## config.mk

```make
export PLATFORM = sky130hd
export DESIGN_NAME = fixed_accumulator
export DESIGN_NICKNAME = d
export VERILOG_FILES = /design/src/rtl/ppu_pkg.sv /design/src/rtl/fixed_tc_to_sm.sv /design/src/rtl/fixed_accumulator.sv
export SDC_FILE = /design/constraint.sdc
export NUM_CORES = 1
export LEC_CHECK = 0
export BUFFER_PORTS_ARGS = -buffer_cell sky130_fd_sc_hd__buf_2
export CORE_MARGIN = 5
export CORE_UTILIZATION = 35
export DETAILED_ROUTE_END_ITERATION = 10
export HOLD_SLACK_MARGIN = 0.05
export SYNTH_ARGS = -nofsm -noshare
export SYNTH_HDL_FRONTEND = slang
export SYNTH_SLANG_ARGS = --single-unit
```

## constraint.sdc

```tcl
create_clock -name clk_i -period 14.1 [get_ports clk_i]
set_input_delay 2.82 -clock clk_i [delete_from_list [all_inputs] [get_ports clk_i]]
set_output_delay 2.82 -clock clk_i [all_outputs]
set_load 0.05 [all_outputs]
```

## src/rtl/ppu_pkg.sv

```systemverilog
// Shared types and defaults for the fixed-point accumulate path.
package ppu_pkg;

  localparam int unsigned FX_M_DEFAULT         = 32;
  localparam int unsigned FX_N_DEFAULT         = 64;
  localparam int unsigned FX_ACC_GUARD_DEFAULT = 8;

  typedef enum logic [1:0] {
    ACC_IDLE,
    ACC_ACCUM,
    ACC_HOLD
  } fx_acc_state_e;

endpackage

```

## src/rtl/fixed_tc_to_sm.sv

```systemverilog
// Two's-complement ACC_W value to saturated {sign, FX_N} sign-magnitude.
// A zero input always yields {0, 0}.
module fixed_tc_to_sm #(
  parameter int unsigned FX_N  = 64,
  parameter int unsigned ACC_W = 73
) (
  input  logic [ACC_W-1:0] acc,
  output logic [FX_N:0]    sm_c,
  output logic             sat_c
);

  logic             neg;
  logic [ACC_W-1:0] mag;

  always_comb begin
    neg   = acc[ACC_W-1];
    mag   = neg ? (ACC_W'(0) - acc) : acc;
    // The most negative value negates to itself; its top bit still forces saturation.
    sat_c = |mag[ACC_W-1:FX_N];
    sm_c  = {neg, sat_c ? {FX_N{1'b1}} : mag[FX_N-1:0]};
  end

endmodule

```

## src/rtl/fixed_accumulator.sv

```systemverilog
// Quire-style accumulator: sums sign-magnitude Fx<FX_M,FX_N> terms in a wide
// two's-complement register and emits one saturated sign-magnitude result per stream.
module fixed_accumulator
  import ppu_pkg::*;
#(
  parameter int unsigned FX_M      = FX_M_DEFAULT,
  parameter int unsigned FX_N      = FX_N_DEFAULT,
  parameter int unsigned ACC_GUARD = FX_ACC_GUARD_DEFAULT
) (
  input  logic          clk_i,
  input  logic          rst_i,
  input  logic          start_i,
  input  logic          in_valid_i,
  output logic          in_ready_o,
  input  logic [FX_N:0] fixed_i,
  input  logic          last_i,
  output logic          out_valid_o,
  input  logic          out_ready_i,
  output logic [FX_N:0] fixed_o,
  output logic          overflow_o,
  output logic          busy_o
);

  localparam int unsigned ACC_W = 1 + FX_N + ACC_GUARD;

  if (FX_M > FX_N) begin : g_bad_format
    $error("fixed_accumulator: FX_M must not exceed FX_N");
  end

  fx_acc_state_e    state_q, state_d;
  logic [ACC_W-1:0] acc_q, acc_d;
  logic             ovf_q, ovf_d;
  logic [FX_N:0]    fixed_d;
  logic             ovf_out_d;
  logic             in_ready_d, out_valid_d, busy_d;

  logic [ACC_W-1:0] mag_ext_c, term_c, sum_c;
  logic             add_ovf_c, ovf_next_c;
  logic [FX_N:0]    conv_sm_c;
  logic             conv_sat_c;

  // Signed term and running sum; wrap is detected from operand/result signs.
  always_comb begin
    mag_ext_c  = ACC_W'(fixed_i[FX_N-1:0]);
    term_c     = fixed_i[FX_N] ? (ACC_W'(0) - mag_ext_c) : mag_ext_c;
    sum_c      = acc_q + term_c;
    add_ovf_c  = (acc_q[ACC_W-1] == term_c[ACC_W-1]) && (sum_c[ACC_W-1] != acc_q[ACC_W-1]);
    ovf_next_c = ovf_q | add_ovf_c;
  end

  fixed_tc_to_sm #(
    .FX_N  (FX_N),
    .ACC_W (ACC_W)
  ) u_conv (
    .acc   (sum_c),
    .sm_c  (conv_sm_c),
    .sat_c (conv_sat_c)
  );

  // Next-state and next-output logic.
  always_comb begin
    state_d   = state_q;
    acc_d     = acc_q;
    ovf_d     = ovf_q;
    fixed_d   = fixed_o;
    ovf_out_d = overflow_o;

    unique case (state_q)
      ACC_IDLE: begin
        if (start_i) begin
          state_d = ACC_ACCUM;
          acc_d   = '0;
          ovf_d   = 1'b0;
        end
      end
      ACC_ACCUM: begin
        if (start_i) begin
          acc_d = '0;
          ovf_d = 1'b0;
        end else if (in_valid_i) begin
          acc_d = sum_c;
          ovf_d = ovf_next_c;
          if (last_i) begin
            state_d   = ACC_HOLD;
            fixed_d   = (conv_sat_c | ovf_next_c) ? {conv_sm_c[FX_N], {FX_N{1'b1}}} : conv_sm_c;
            ovf_out_d = conv_sat_c | ovf_next_c;
          end
        end
      end
      ACC_HOLD: begin
        if (out_ready_i) begin
          state_d = start_i ? ACC_ACCUM : ACC_IDLE;
          acc_d   = '0;
          ovf_d   = 1'b0;
        end
      end
      default: state_d = ACC_IDLE;
    endcase

    in_ready_d  = (state_d == ACC_ACCUM);
    out_valid_d = (state_d == ACC_HOLD);
    busy_d      = (state_d != ACC_IDLE);
  end

  always_ff @(posedge clk_i) begin
    if (rst_i) begin
      state_q     <= ACC_IDLE;
      acc_q       <= '0;
      ovf_q       <= 1'b0;
      fixed_o     <= '0;
      overflow_o  <= 1'b0;
      in_ready_o  <= 1'b0;
      out_valid_o <= 1'b0;
      busy_o      <= 1'b0;
    end else begin
      state_q     <= state_d;
      acc_q       <= acc_d;
      ovf_q       <= ovf_d;
      fixed_o     <= fixed_d;
      overflow_o  <= ovf_out_d;
      in_ready_o  <= in_ready_d;
      out_valid_o <= out_valid_d;
      busy_o      <= busy_d;
    end
  end

endmodule

```

# Word level (Yosys, flattened, before mapping)
# Index checks and enable logic that the tools add are counted.
[word_totals]
regBits = 145
elab_cells = 51
output_inout_bits = 69
[classes]
n_bitwise = 3
mux = 21
addsub = 3
reduce_logical = 7
n_eq_ne = 9
[ops]
columns = ["operator", "n"]
rows = [
  ["73-bit two-way mux", 6],
  ["73-bit one-hot mux with 3 select lines", 1],
  ["64-bit two-way mux", 2],
  ["73-bit adder", 1],
  ["1-bit by 73-bit subtractor with 73-bit output (first input constant)", 1],
  ["1-bit by 64-bit subtractor with 65-bit output (first input constant)", 1],
  ["2-bit two-way mux", 5],
  ["9-bit OR reduction", 1],
  ["4-bit AND reduction", 2],
  ["2-bit one-hot mux with 3 select lines", 1],
  ["1-bit two-way mux", 5],
  ["2-bit by 1-bit == test with 1-bit output (second input constant)", 2],
  ["2-bit == test (second input constant)", 2],
  ["2-bit != test (second input constant)", 2],
  ["3-bit != test (second input constant)", 1],
  ["1-bit one-hot mux with 3 select lines", 1],
  ["3-bit nonzero test", 1],
  ["2-bit zero test", 1],
  ["1-bit bitwise OR", 2],
  ["2-bit nonzero test", 1],
  ["1-bit == test", 1],
  ["1-bit logical AND", 1],
  ["1-bit != test", 1],
  ["1-bit inverter", 1],
]

# Logic depth before layout (Yosys ltp)
# Gate-level depths: netlist of the first run.
[logic_depth]
word_depth = 9
ltp_mapped = 29

# Modules after synthesis
# Synthesis of the first run repeated with hierarchy kept, for this count alone.
[unflattened]
cells_unflattened = 1797
area_unflattened_um2 = 13454.2
[by_module_without_submodules]
columns = ["mod", "cells_per_inst", "n_inst", "area_each_um2", "seq_area_each_um2"]
rows = [
  ["fixed_accumulator", 1394, 1, 11000.6, 2902.8],
  ["fixed_tc_to_sm", 403, 1, 2453.6, 0.0],
]

# Least setup slack after synthesis of the first run
# Ideal clock, no wire load.
[synth_path]
kind = "input to register"
from = "in fixed_i[16]"
to = "reg fixed_o[10]"
setup_ns = 0.134
cell_stages = 27
setup_slack_ns = 4.739
arrival_time_ns = 9.227
required_ns = 13.966
cell_sequence = "or3_1 > or3_1 > or3_1 > or2_2 > nand2b_1 > or3_1 > clkbuf_1 > o41ai_1 > xnor2_1 > ha_1 > clkbuf_1 > nand2_1 > nor2_1 > a21oi_1 > o311ai_0 > a21o_1 > a31oi_1 > xnor2_1 > or4_4 > nor4_4 > nand3b_1 > mux2_1 > a32oi_1 > nor4_2 > buf_6 > buf_12 > a31oi_4"
[synth_between]
elab_chain_cells = 8
elab_cells_between_ends = 13
cone_classes = "add/sub (3); eq/ne (2); mux (4); bitwise (2); reduce/logical (2)"
[synth_rtl]
columns = ["element", "line_no", "source"]
rows = [
  ["start, declared", "fixed_accumulator.sv:15", "input logic [FX_N:0] fixed_i,"],
  ["1-bit by 64-bit subtractor with 65-bit output", "fixed_accumulator.sv:45", "term_c = fixed_i[FX_N] ? (ACC_W'(0) - mag_ext_c) : mag_ext_c;"],
  ["73-bit two-way mux *", "fixed_accumulator.sv:45", ""],
  ["73-bit adder", "fixed_accumulator.sv:46", "sum_c = acc_q + term_c;"],
  ["1-bit by 73-bit subtractor with 73-bit output / 1-bit != test (equally long branches)", "fixed_tc_to_sm.sv:17, fixed_accumulator.sv:47", ""],
  ["73-bit two-way mux / 1-bit logical AND (equally long branches)", "fixed_tc_to_sm.sv:17, fixed_accumulator.sv:47", ""],
  ["9-bit OR reduction / 1-bit bitwise OR (equally long branches)", "fixed_tc_to_sm.sv:19, fixed_accumulator.sv:48", ""],
  ["64-bit two-way mux / 1-bit bitwise OR (equally long branches)", "fixed_tc_to_sm.sv:20, fixed_accumulator.sv:85", ""],
  ["64-bit two-way mux *", "fixed_accumulator.sv:85", "fixed_d = (conv_sat_c | ovf_next_c) ? {conv_sm_c[FX_N], {FX_N{1'b1}}} : conv_sm_c;"],
  ["end signal, assigned", "fixed_accumulator.sv:119", "fixed_o <= fixed_d;"],
  ["end, declared", "fixed_accumulator.sv:19", "output logic [FX_N:0] fixed_o,"],
]
# Mark *: on every way between the ends. The rest lies on a longest branch, timed or not.
# A chain may end at the register's enable or synchronous reset.

# Final worst setup path of the first run
[layout_path]
from = "in fixed_i[4]"
to = "reg fixed_o[6]"
# Same word-level chain as after synthesis.

==> results of run 1 <==
[worst max-delay path: cells and delay by family]
family | cells | cell delay [ns]
AOI/OAI and AO/OA | 6 | 2.01
adders and majority gates | 1 | 0.44
buffers and inverters | 3 | 1.40
xor gates and xnor gates | 2 | 0.40
and+or+nand+nor | 15 | 4.38
[cell usage in the layout (no fill, tap or decap), types with 30 or more instances in the layout]
cell and n:
a21o_1 32, a21oi_1 131, a22oi_1 70, a31oi_1 30
a31oi_4 50, buf_2 138, dfxtp_1 145, ha_1 77
nand2_1 159, nand3_1 31, nand4_1 47, nor2_1 226
nor3_1 48, o21ai_0 107, o21bai_1 69, o31ai_1 35
xnor2_1 122, xor2_1 48
[state kept, by name, indices dropped and copies added, names as in the netlist]
name / count
overflow_o: 1
acc_q: 73
state_q: 2
in_ready_o: 1
fixed_o: 65
ovf_q: 1
busy_o: 1
out_valid_o: 1
[area by class of cell]
cell class,instances,area [sq um],area share [%]
antenna,1,2.50,0.0152
timing repair buffer,160,868,5.28
clock inverter,14,180,1.10
tap,539,674,4.10
sequential,145,2900,17.6
inverter,23,88.8,0.540
multi-input combinational,1608,11300,68.7
clock buffer,17,425,2.59
[path summary, 6_finish.rpt]
check | from | endpoint | slack (ns) | depth (start not counted)
max | fixed_i[4] | fixed_o[6] | 2.85 | 27
min reg2reg | fixed_o[64] | fixed_o[64] | 0.50 | 2
min | fixed_o[64] | fixed_o[64] | 0.50 | 2
max reg2reg | acc_q[0] | fixed_o[6] | 7.20 | 18
[synthesized netlist by cell type, types with 49 or more instances]
| library cell | number |
|---|---|
| xor2_1 | 49 |
| a21oi_1 | 131 |
| clkbuf_1 | 79 |
| xnor2_1 | 123 |
| ha_1 | 77 |
| a22oi_1 | 70 |
| nor2_1 | 226 |
| dfxtp_1 | 145 |
| nand2_1 | 160 |
| o21ai_0 | 107 |
| a31oi_4 | 50 |
| o21bai_1 | 69 |
[routing by layer]
layer	vias to the layer above	wire [um]
met5	-	0
met4	0	839
met2	599	21600
met3	53	4420
met1	7209	26200
li1	7238	-
[report_power, final]
part           switching [W]  internal [W]
sequential        0.00000665      0.000420
clock               0.000208      0.000281
combinational       0.000352      0.000157
[per-stage QoR]
step	util (%)	cell area, sq um	worst slack [ns]	power, W	hold slack (ns)
after detailed placement	37.8	15800	2.65	0.000933	0.489
after global routing	39.2	16400	2.45	0.00149	0.527
after global placement	37.8	15800	2.81	0.000927	0.475
after CTS	39.2	16400	3.07	0.00142	0.499
after floorplan	-	14900	4.74	0.000793	0.461
final	39.2	16400	2.85	0.00142	0.496
[logic make-up after synthesis]
group | Yosys count | synth area share [%]
buffers and inverters | 144 | 4.64
AOI/OAI and AO/OA | 693 | 36.6
muxes | 8 | 0.564
adders and majority gates | 78 | 6.61
xor gates and xnor gates | 173 | 10.3
DFF | 145 | 19.5
and+or+nand+nor | 656 | 21.8
==> summary.md, run 1 <==
| Metric | Value |
|---|---|
| HPWL Detailed | 42300 um |
| Synth warnings | 0 |
| Worst-Skew Late Latency | ~0.44 ns |
| Syn avg cell area | 7.84 sq um |
| Cells after DPL | ~2.5k |
| I/O pins | 140 |
| Height of the die | between 200 and 250 um |
| Clk buf depth | 2 |
| M1 GR Usage | 33.7% |
| Synth-to-layout area growth | 10.6% |
| Final setup fails | 0 |
| Final min period | 11.25 ns |
| Gr usage total | a little over a fifth |
| Post-synth top area cell | dfxtp_1 |
| Library cells used by synthesis | 97 |
| Core ar. | approximately 42000 sq um |
| Grt ovf | 0 |
| P_leak | around 6.3 nW |
| Synth Flop Type | dfxtp_1 |
| Met2 Resource Use GR | a little under a third |
| Clk sinks | 145 |
| Clock transition at the registers of the reported paths | roughly 0.070 ns |
| VDD IR max | 0.0749 mV |
| DRC viols | 0 |
| Iter 0 DRT Violations | 1461 |
| First-pass detailed-route iteration total | 5 |
| Sequential area share after synthesis | 19.5% |
| Starting density of the core | 35.4% |
| CP Capture Type | register |
| Hold-fix buffers, CTS | 0 |
| Share of layout cells above drive strength 1 | 14.8% |
| ANT nets after route | 0 |
| Vias per cell | ~6 |
| # Max-Cap Violations | 0 |
| Met3 GRT Util | 3.53% |
| Final hold viol count | 0 |
| Slowest stage cell, crit path | a2111oi_0 |
| Pwr dens | 86.6 nW/um^2 |
| Mapped Area | approximately 15000 sq um |
| Top post-synthesis cells by area | dfxtp_1 (20%), xnor2_1 (7.2%), a31oi_4 (7.2%), ha_1 (6.5%), nor2_1 (5.7%) |
| RD Place Congestion | 0.968 |
| Post_cts resized | 0 |
| Vias | 15.1k |
| IO Port Bufs | 139 |
| Critical Path AT | roughly 12 ns |
| Hold Path Class | register to register |
| Initial antenna violation count | 1 |
| CP Max Fanout | 35 |
| Slew @ Worst Pin | 1.02 ns |
| Site row count | 75 |
| CTS tree | built |
| CTS root buf | clkbuf_16 |
| Post-synth EDFFs | 0 |
| Routed WL | 53100 um |
| Final std cells w/o fill | 2507 |
| #FFs+latches synth | 145 |
| Final #Nets | between 2k and 2.5k |
| Post-synthesis async set-or-reset flop share | 0% |
| Slew HR | 30.1% |
| Outcome | finished, final reports clean |
| CP max stage delay | a little under 0.9 ns |
| Top-area cell type share of the netlist area | about 20% |
| Avg WL per Cell | 21.2 um |
| TritonCTS Buffers | 17 |
| Largest net degree at the start of global routing | 81 |
| Mapped Nets | 2046 |
| H-tree depth | 4 |
| Final setup TNS | 0 ns |
| Unrepaired setup endpoints after global routing | no |
| Setup Buffers After CTS | 0 |
| Gr busiest metal | met1 |
| Die area | around 47000 sq um |
| Fillers | 4312 |
| Vias in the first global route | 14.0k |
| Tcrit/Tclk final | 79.8% |
| Cells after synthesis | 1897 |
| First-pass GRT wire length | 82100 um |
| Final Slew Violations | 0 |
| Fmax | 88.9 MHz |
| CP Launch Type | primary input |
| Crit Path Category | primary input to register |
| WP data required | 14.38 ns |
| Fin Clk Skew | 0.0114 ns |
| Die W | 216 um |
Power figures use the tool's default switching activity.
==> run 2: changes to the inputs <==
clock period = 9.9 ns   (was 14.1 ns; I/O delays follow)
==> run 2 against run 1 <==
Against the previous run: wire length increased by 0.43%; critical path depth is 1 lower; core utilization is 0.61 points higher; hold slack worse by 0.0026 ns; register-to-register slack worse by 3.4 ns; critical path type unchanged.
==> summary.md, run 2 (synthesis gave the netlist of run 1 again) <==
| Metric | Value |
|---|---|
| DRC viols | 0 |
| Most common cell on crit path | or3_1 |
| First-pass detailed-route iteration total | 5 |
| Worst hold slack | 0.493 ns |
| ANT nets after route | 0 |
| First-pass GRT wire length | 81900 um |
| Multi-input gate area | 11300 sq um |
| Share of layout cells above drive strength 1 | 16.2% |
| RD Place Congestion | 0.936 |
| Crit Path Category | primary input to register |
| Worst flop-to-flop path startpoint | acc_q[0] |
| Final Slew Violations | 0 |
| Starting density of the core | between 30% and 40% |
| Height of the die | 216 um |
| I/O pins | 140 |
| Hold Path Class | register to register |
| Hold-fix buffers, CTS | 0 |
| Slew HR | between 20 and 25% |
| Critical Path AT | approximately 9.7 ns |
| P_leak | around 6.5 nW |
| Final Util | around two fifths |
| CTS root buf | clkbuf_16 |
| CP Max Fanout | 18 |
| CP Launch Type | primary input |
| Fin Clk Skew | between 0.01 and 0.015 ns |
| CP Capture Type | register |
| TritonCTS Buffers | 17 |
| Beginning of the worst hold path | fixed_o[64] |
| Vias in the first global route | between 10k and 15k |
| Final min period | ~9.4 ns |
| Avg WL per Cell | 21.0 um |
| Slowest stage cell, crit path | a2111oi_1 |
| Die area | 46700 sq um |
| Max FFs per register | 73 |
| Worst-Skew Late Latency | 0.45 ns |
| Post_cts resized | 0 |
| Worst Setup SP | fixed_i[16] |
| CP max stage delay | 0.63 ns |
| Slack of the critical path | just over 0.5 ns |
| Site row count | 75 |
| Largest regs | acc_q: 73 flops, fixed_o: 65 flops, state_q: 2 flops |
| Final hold viol count | 0 |
| Gr usage total | a little over a fifth |
| Most frequent cells in the layout | nor2_1 (226), nand2_1 (159), dfxtp_1 (145), buf_2 (138), a21oi_1 (131) |
| Clk sinks | ~150 |
| Tcrit/Tclk final | 94.8% |
| Core ar. | 41900 sq um |
| Most common cell after layout, fill and taps aside | nor2_1 |
| Fmax | about 110 MHz |
| Initial antenna violation count | 0 |
| Clock transition at the registers of the reported paths | roughly 0.070 ns |
| Final setup fails | 0 |
| Final #Nets | about 2.1k |
| Clk buf depth | 2 |
| Routed WL | 53300 um |
| Unrepaired setup endpoints after global routing | no |
| IO Port Bufs | 139 |
| Largest Register | acc_q |
| CTS tree | built |
| H-tree depth | 4 |
| Pre-CTS setup slack | -0.0592 ns |
| Outcome | finished, final reports clean |
| # Max-Cap Violations | 0 |
| Grt ovf | 0 |
| Die W | 216 um |
| Largest net degree at the start of global routing | 103 |
| Vias | 15.2k |
| HPWL Detailed | 42700 um |
| Reg area | 2900 sq um |
| Pwr dens | 120 nW/um^2 |
| WP data required | 10.26 ns |
| Synth-to-layout area growth | 12.3% |
| VDD IR max | 0.122 mV |
| Number of diodes | 0 |
| Vias per cell | between 5 and 6 |
| Setup Buffers After CTS | 0 |
| Fillers | 4265 |
| Iter 0 DRT Violations | 1580 |
| Slew @ Worst Pin | 1.17 ns |
==> run 2: changes by cell type in the layout (fill, tap and decap cells not counted) <==
cell / delta
a2111oi_0: -1
inv_8: +3
buf_12: +5
clkinvlp_4: +2
inv_6: +1
diode_2: -1
clkinv_4: -2
bufinv_16: -3
buf_4: +26
clkinv_2: -1
a2111oi_1: +1
clkinv_8: +1
==> run 2: stage by stage <==
| stage | power [W] | instance area, sq um | cells | TNS [ns] |
|---|---|---|---|---|
| finish | 0.00201 | 16700 | 2538 | 0 |
| global route | 0.00210 | 16700 | 2538 | 0 |
| CTS | 0.00200 | 16700 | 2538 | 0 |
| detailed placement | 0.00135 | 16100 | 2506 | -0.724 |
| global placement | 0.00134 | 16100 | 2506 | 0 |
| floorplan | 0.00113 | 14900 | 1897 | 0 |
==> run 2: layout make-up <==
cell class | count | area share, %
repair buffers | 191 | 6.97
flip-flops and latches | 145 | 17.4
clock inverters | 15 | 0.846
inverters | 23 | 0.532
clock buffers | 17 | 2.55
multi-input cells | 1608 | 67.7
well taps | 539 | 4.04
==> run 2: final timing paths <==
check | endpoint | slack (ns) | cells after the start
hold reg to reg | fixed_o[64] | 0.49 | 2
setup / recovery | overflow_o | 0.51 | 26
setup reg to reg | overflow_o | 3.80 | 19
hold / removal | fixed_o[64] | 0.49 | 2
==> run 2: layer usage <==
metal / wire (um) / vias to the layer above / GRT usage, %
met3: 4350 / 50 / 3.64
met5: 0 / - / 0
met4: 717 / 0 / 4.30
li1: - / 7294 / -
met2: 21700 / 624 / 31.5
met1: 26600 / 7191 / 33.8
==> run 2: power by group <==
group | switching (W) | leakage [nW] | internal, W | total [W]
Clock | 0.000322 | 0.271 | 0.000333 | 0.000655
Sequential | 0.00000963 | 1.17 | 0.000598 | 0.000608
Combinational | 0.000505 | 5.01 | 0.000240 | 0.000745
==> run 2: worst max-delay path: cells and delay by family <==
kind / cells / cell delay (ns)
AND/OR/NAND/NOR: 15 / 4.50
AO/OA/AOI/OAI: 4 / 1.54
buffers and inverters: 3 / 0.49
XOR/XNOR: 2 / 0.45
adder cells (fa/ha/maj): 1 / 0.44
multiplexers: 1 / 0.34
